<file path="config.mk">
export PLATFORM = sky130hd
export DESIGN_NAME = tuser_pkt_arb
export DESIGN_NICKNAME = d
export VERILOG_FILES = /design/src/rtl/p4paxos_axis_pkg.sv /design/src/rtl/axis_rr_pick.sv /design/src/rtl/tuser_pkt_arb.sv
export SDC_FILE = /design/constraint.sdc
export NUM_CORES = 1
export LEC_CHECK = 0
export CAP_MARGIN = 20
export CORE_AREA = 2 2 513 515
export CTS_BUF_LIST = sky130_fd_sc_hd__clkbuf_8
export DETAILED_ROUTE_END_ITERATION = 16
export DIE_AREA = 0 0 515 517
export GPL_TIMING_DRIVEN = 0
export SKIP_LAST_GASP = 1
export SLEW_MARGIN = 30
export SYNTH_ARGS = -nofsm -noshare
export SYNTH_HDL_FRONTEND = slang
export SYNTH_SLANG_ARGS = --single-unit
</file>
<file path="constraint.sdc">
create_clock -name arb_aclk -period 2.4 [get_ports arb_aclk]
set_input_delay 0.48 -clock arb_aclk [delete_from_list [all_inputs] [get_ports arb_aclk]]
set_output_delay 0.48 -clock arb_aclk [all_outputs]
set_load 0.05 [all_outputs]
</file>
<file path="src/rtl/p4paxos_axis_pkg.sv">
// rtl/p4paxos_axis_pkg.sv - shared widths and arbiter state encoding
package p4paxos_axis_pkg;

    localparam int DATA_W_DEF = 256;
    localparam int KEEP_W_DEF = 32;
    localparam int USER_W_DEF = 128;
    localparam int CNT_W      = 32;

    typedef enum logic [1:0] {
        IDLE = 2'b00,
        GNT0 = 2'b01,
        GNT1 = 2'b10
    } arb_state_t;

endpackage

</file>
<file path="src/rtl/axis_rr_pick.sv">
// rtl/axis_rr_pick.sv - two-way round-robin selector
module axis_rr_pick (
    input  logic req0,
    input  logic req1,
    input  logic last_served,
    output logic pick0,
    output logic pick1
);

    // On a tie the requester that was not served last wins.
    assign pick0 = req0 & (~req1 | last_served);
    assign pick1 = req1 & (~req0 | ~last_served);

endmodule

</file>
<file path="src/rtl/tuser_pkt_arb.sv">
// rtl/tuser_pkt_arb.sv - packet-granular two-requester AXIS arbiter
module tuser_pkt_arb
    import p4paxos_axis_pkg::*;
#(
    parameter int DATA_W = DATA_W_DEF,
    parameter int KEEP_W = KEEP_W_DEF,
    parameter int USER_W = USER_W_DEF
) (
    input  logic              arb_aclk,
    input  logic              arb_arst,

    input  logic              arb_s0_valid,
    output logic              arb_s0_ready,
    input  logic [DATA_W-1:0] arb_s0_data,
    input  logic [KEEP_W-1:0] arb_s0_keep,
    input  logic              arb_s0_tlast,
    input  logic [USER_W-1:0] arb_s0_tuser,

    input  logic              arb_s1_valid,
    output logic              arb_s1_ready,
    input  logic [DATA_W-1:0] arb_s1_data,
    input  logic [KEEP_W-1:0] arb_s1_keep,
    input  logic              arb_s1_tlast,
    input  logic [USER_W-1:0] arb_s1_tuser,

    output logic              arb_m_valid,
    input  logic              arb_m_ready,
    output logic [DATA_W-1:0] arb_m_data,
    output logic [KEEP_W-1:0] arb_m_keep,
    output logic              arb_m_tlast,
    output logic [USER_W-1:0] arb_m_tuser,

    output logic [CNT_W-1:0]  arb_pkt_cnt0,
    output logic [CNT_W-1:0]  arb_pkt_cnt1,
    output logic              arb_busy
);

    arb_state_t       state;
    arb_state_t       state_next;
    logic             last_served;
    logic             pick0;
    logic             pick1;
    logic             last0_acc;
    logic             last1_acc;
    logic [CNT_W-1:0] pkt_cnt0_q;
    logic [CNT_W-1:0] pkt_cnt1_q;

    axis_rr_pick u_pick (
        .req0        (arb_s0_valid),
        .req1        (arb_s1_valid),
        .last_served (last_served),
        .pick0       (pick0),
        .pick1       (pick1)
    );

    assign last0_acc = (state == GNT0) && arb_s0_valid && arb_m_ready && arb_s0_tlast;
    assign last1_acc = (state == GNT1) && arb_s1_valid && arb_m_ready && arb_s1_tlast;

    assign arb_pkt_cnt0 = pkt_cnt0_q;
    assign arb_pkt_cnt1 = pkt_cnt1_q;

    always_ff @(posedge arb_aclk) begin
        if (arb_arst) begin
            state       <= IDLE;
            last_served <= 1'b1;
            pkt_cnt0_q  <= '0;
            pkt_cnt1_q  <= '0;
        end else begin
            state <= state_next;
            if (last0_acc) begin
                last_served <= 1'b0;
                pkt_cnt0_q  <= arb_pkt_cnt0 + 32'd1;
            end
            if (last1_acc) begin
                last_served <= 1'b1;
                pkt_cnt1_q  <= arb_pkt_cnt1 + 32'd1;
            end
        end
    end

    // Datapath is a pure mux on the granted slave; nothing is registered.
    always_comb begin
        state_next   = state;
        arb_m_valid  = 1'b0;
        arb_m_data   = '0;
        arb_m_keep   = '0;
        arb_m_tlast  = 1'b0;
        arb_m_tuser  = '0;
        arb_s0_ready = 1'b0;
        arb_s1_ready = 1'b0;
        arb_busy     = 1'b0;
        case (state)
            IDLE: begin
                if (pick0) begin
                    state_next = GNT0;
                end else if (pick1) begin
                    state_next = GNT1;
                end
            end
            GNT0: begin
                arb_busy     = 1'b1;
                arb_m_valid  = arb_s0_valid;
                arb_m_data   = arb_s0_data;
                arb_m_keep   = arb_s0_keep;
                arb_m_tlast  = arb_s0_tlast;
                arb_m_tuser  = arb_s0_tuser;
                arb_s0_ready = arb_m_ready;
                if (last0_acc) begin
                    state_next = arb_s1_valid ? GNT1 : IDLE;
                end
            end
            GNT1: begin
                arb_busy     = 1'b1;
                arb_m_valid  = arb_s1_valid;
                arb_m_data   = arb_s1_data;
                arb_m_keep   = arb_s1_keep;
                arb_m_tlast  = arb_s1_tlast;
                arb_m_tuser  = arb_s1_tuser;
                arb_s1_ready = arb_m_ready;
                if (last1_acc) begin
                    state_next = arb_s0_valid ? GNT0 : IDLE;
                end
            end
            default: begin
                state_next = IDLE;
            end
        endcase
    end

endmodule

</file>
Yosys cells after proc, flatten, opt, wreduce, memory -nomap -nowiden
Index checks and enable logic that the tools add are counted.

word-level totals
  bits in registers = 67
  output and inout port bits = 485
  word-level logic and storage cells = 43

operators by class
  $add $sub $neg = 2
  equal/unequal tests = 5
  mux-type cells = 15
  bitwise gates (word level) = 7
  reductions and logical operators = 10

operators by type and width
  cell                                                  number
  case mux 256 bit (2 select lines)                     1
  case mux 128 bit (2 select lines)                     1
  adder 32 x 1 -> 32 bit (second input constant)        2
  case mux 32 bit (2 select lines)                      1
  two-way mux 2 bit                                     5
  logical AND 1 bit                                     6
  case mux 2 bit (3 select lines)                       1
  two-way mux 1 bit                                     4
  != test 2 bit (second input constant)                 2
  case mux 1 bit (2 select lines)                       2
  OR reduction 2 bit                                    2
  != test 3 bit (second input constant)                 1
  NOT 1 bit                                             3
  AND reduction 3 bit                                   1
  AND 1 bit                                             2
  equality test 2 x 1 -> 1 bit (second input constant)  1
  equality test 2 bit (second input constant)           1
  logical NOT 2 bit                                     1
  bitwise OR 1 bit                                      2

Longest topological paths before layout
  word-level depth = 6
  mapped depth = 9
  mapped depth without buffers = 6

Cells and area by module
From an unflattened synthesis, not the netlist that was laid out.

unflattened totals
  cell total of the unflattened synthesis = 1377
  area total of the unflattened synthesis = 9706.8 sq um

by module, submodules not included
  module         instances  cells each  area an instance (sq um)
  tuser_pkt_arb  1          1374        9688.0
  axis_rr_pick   1          3           18.8

Worst setup path before layout
OpenSTA, ideal clock, no wires.

  path kind = register -> output
  start = reg state[0]
  end = out arb_m_keep[0]
  arrival time = 2551 ps
  slack = -631 ps
  stages on the path, launching flop included = 7
  cell sequence = dfxtp_1 -> inv_1 -> ha_1 -> clkbuf_1 -> clkbuf_1 -> clkbuf_1 -> nor2b_1

between the ends
  longest elaborated chain between the ends = 2

RTL lines
  item                                                                        line                 RTL
  start, declared                                                             tuser_pkt_arb.sv:38  arb_state_t state;
  start signal, assigned                                                      tuser_pkt_arb.sv:69  state <= state_next;
  equality test 2 bit / equality test 2 x 1 -> 1 bit (equally long branches)  tuser_pkt_arb.sv:92  case (state)
  case mux 32 bit (2 select lines) *                                          tuser_pkt_arb.sv:92
  end, declared                                                               tuser_pkt_arb.sv:29  output logic [KEEP_W-1:0] arb_m_keep,

Mark *: on every way between the ends. The rest lies on a longest branch, timed or not.

Worst setup path after layout
  start = reg state[0]
  end = out arb_m_tuser[110]

between the ends
  longest elaborated chain between the ends = 2

RTL lines
  item                                                                        line                 RTL
  equality test 2 bit / equality test 2 x 1 -> 1 bit (equally long branches)  tuser_pkt_arb.sv:92
  case mux 128 bit (2 select lines) *                                         tuser_pkt_arb.sv:92
  end, declared                                                               tuser_pkt_arb.sv:31  output logic [USER_W-1:0] arb_m_tuser,

Marks and branches as above.

==> out/metrics.yaml <==
status:
  run_status: "finished, violations left"
  violations: "negative setup slack"
drt:
  route.final.wire_length_mm: 277
  remaining_drc_errors: 0
  drt_iter0_drc: 1172
  route.vias.total: 19800
  vias_per_cell: 3.12
  avgRoutedWirePerCell_um: 43.6
  first_pass_iters: 5
  final_antenna_net_count: 0
power_and_ir_drop:
  p_comb_share_pct: 85.1
  clockPowerShare_pct: 7.8
  power.switching_mw: 8.33
  vdd_drop_max_uv: 290
  switching_share_pct: 52.2
  pwr-share-seq_pct: 7.1
  total_leakage_power_nw: 10.2
  p_total_mw: 15.9
  intPower_mw: 7.62
  power_density_nw_per_um2: 471
final_layout:
  finalInstanceArea_um2: 33900
  utilization_pct: 13.0
  nFillCells: 29700
  multi_input_area_um2: 10400
  syn2layout_area_growth_pct: 252
  drive_above_1_share_pct: 47.9
  final_cells: 6348
  nNetsFinal: 3663
  seqCellArea_um2: 1350
synthesis:
  synth-edff-count: 0
  syn_inst: 1374
  ys_ff_latch: 67
  ys_types: 30
  synth_top_area_share_pct: 32.7
  synth_most_common_cell: "nor2b_1"
  synth-main-ff-cell: "dfxtp_1"
  synth_top_cell_by_area: "a22oi_1"
  async_flop_share_pct: 0
  avgSynthCellArea_um2: 6.99
  synthesis.area_um2: 9610
  ys_top_cells_by_count: "nor2b_1, a22oi_1, clkbuf_1, dfxtp_1, a21oi_1"
  synthTopCellsByArea: "a22oi_1, nor2b_1, dfxtp_1, clkbuf_1, or4_1"
  synth.net_count: 2219
  yosysWarningCount: 0
  seq_area_frac_synth_pct: 14.0
timing:
  fin_skew_ps: 15.1
  setup_ws_ps: -660
  setup_viol: 459
  rsz0062_at_grt: "true"
  drv_slew: 0
  holdWs_ps: 498
  final.setup.tns_ps: -166280
  slew_headroom_pct: 34.4
  hold_viol_final: 0
  worst_pin_slew_ps: 982
  finalCriticalPeriod_ps: 3060
  fin_crit_sh_pct: 127
  clock.fmax_mhz: 327
setup_path:
  crit_family: "buffers and inverters"
  endpoint_kind: "primary output"
  critPathMaxFanout: 7
  critPathBufInv: 6
  path_depth: 9
  worstRegToRegCells: 11
  required_ps: 1920
  startpoint: "state[0]"
  slowest_stage: "a22oi_2"
  critPathKind: "flop to primary output"
  path_cells: "inv_2, ha_4, buf_6, clkbuf_16, buf_16, clkbuf_16, a22oi_2, nor2b_2, buf_6"
  cp_data_arrival_time_ps: 2580
  critPathMaxStageDelay_ps: 570
  cp-start-kind: "flop"
  reg2reg_from: "state[0]"
flow_run:
  cap_violations: 0
clock_network:
  cts_max_level: 3
  numCtsBuffers: 9
  cts_root_buf: "clkbuf_8"
  cts.sinks: 67
  clk_latency_ps: 380
  tritoncts: "done"
  cts_buffer_depth: 2
  clk_pin_slew_ps: 80
floorplan:
  die_x_um: 515
  rows: 188
  initial_core_util_pct: 3.68
  core-area_um2: 261000
  die_area_um2: 266000
  io_pins: 1324
  die_y_um: 517
hold_path:
  hold_path.class: "flop to flop"
  hp-start: "arb_pkt_cnt0[12]"
  hold_path_depth: 2
grt:
  grt_pass1_vias: 19500
  antenna_found_initial: 357
  grt_pass1_wl_mm: 316
  grt.overflow.total: 0
  track_usage_pct: 19.8
  grt_max_degree: 12
placed_design:
  finalWeightedCongestion: 0.912
  place_inst: 6145
  placed_cell_area_um2: 28600
  dpl.hpwl_mm: 254
  place_ws_ps: -2660
  port_buffers: 1322
==> final cells by class <==
type                            count  area share (%)
Tap cell                         3420            12.6
Sequential cell                    67            3.98
Timing Repair Buffer             1435            44.9
Clock buffer                       10           0.407
Buffer                            158            6.28
Inverter                           11           0.129
Antenna cell                      105           0.776
Multi-Input combinational cell   1136            30.6
Clock inverter                      6           0.310
==> power groups by stage <==
| stage | Clock [mW] | Combinational (mW) | Sequential, mW |
|---|---|---|---|
| floorplan | 0 | 4.72 | 1.15 |
| global placement | 0 | 10.7 | 1.15 |
| detailed placement | 0 | 11.0 | 1.15 |
| CTS | 1.29 | 13.4 | 1.13 |
| global route | 1.32 | 14.0 | 1.13 |
| finish | 1.25 | 13.6 | 1.13 |
==> timing repair <==
| item | CTS | global route |
|---|---|---|
| hold endpoints to repair | 0 | 0 |
| hold buffers | 0 | 0 |
| gates resized for setup | 2820 | 399 |
| pin swaps | 110 | 49 |
| setup buffers | 48 | 17 |
| endpoints found under the setup margin | 474 | 470 |
| cloned | 21 | 2 |
==> registers in the layout (all words and copies together), names as in the netlist <==
signal and flops:
last_served 1, state 2, arb_pkt_cnt0 32, arb_pkt_cnt1 32
==> layout by cell type, fill, tap and decap left out, types with 50 or more instances in the layout <==
cell | Yosys | layout
diode_2 | 0 | 105
buf_6 | 0 | 216
buf_8 | 0 | 50
clkbuf_16 | 0 | 60
dfxtp_1 | 67 | 65
clkdlybuf4s50_1 | 0 | 901
nor2b_4 | 0 | 93
a22oi_2 | 0 | 223
buf_4 | 1 | 108
a22oi_1 | 418 | 195
nor2b_2 | 0 | 325
clkdlybuf4s15_2 | 0 | 71
==> cell families (layout without fill, tap and decap cells) <==
group / after synthesis / count (layout) / synth area share [%]
other cells: 0 / 105 / 0
compound gates: 498 / 498 / 37.6
flops: 67 / 67 / 14.0
xor+xnor: 21 / 21 / 1.91
simple gates: 604 / 604 / 38.1
fa+ha+maj: 6 / 6 / 0.781
buf+inv: 171 / 1620 / 6.76
mux: 7 / 7 / 0.820
==> per-layer routing <==
metal | global-route usage, % | wire [um] | part of all wire, %
met1 | 21.7 | 104000 | 37
met2 | 31.9 | 123000 | 45
met3 | 12.5 | 38600 | 14
met4 | 4.95 | 9320 | 3.4
met5 | 0 | 1920 | 0.69
==> path summary, 6_finish.rpt <==
path | endpoint | slack, ps
hold / removal | arb_pkt_cnt0[12] | 500
hold reg to reg | arb_pkt_cnt0[12] | 500
setup reg to reg | arb_pkt_cnt0[18] | -300
setup / recovery | arb_m_tuser[110] | -660
==> worst reg2reg max path: stages, from the launching register on <==
cell and delay, ps:
dfxtp_2 350, buf_4 120, ha_4 150, buf_12 110, buf_16 120, buf_4 120
and4_1 200, buf_2 280, nand2_1 240, clkbuf_1 320, or4_1 470, a21oi_1 140
No activity file was read; power rests on OpenSTA's default activity.
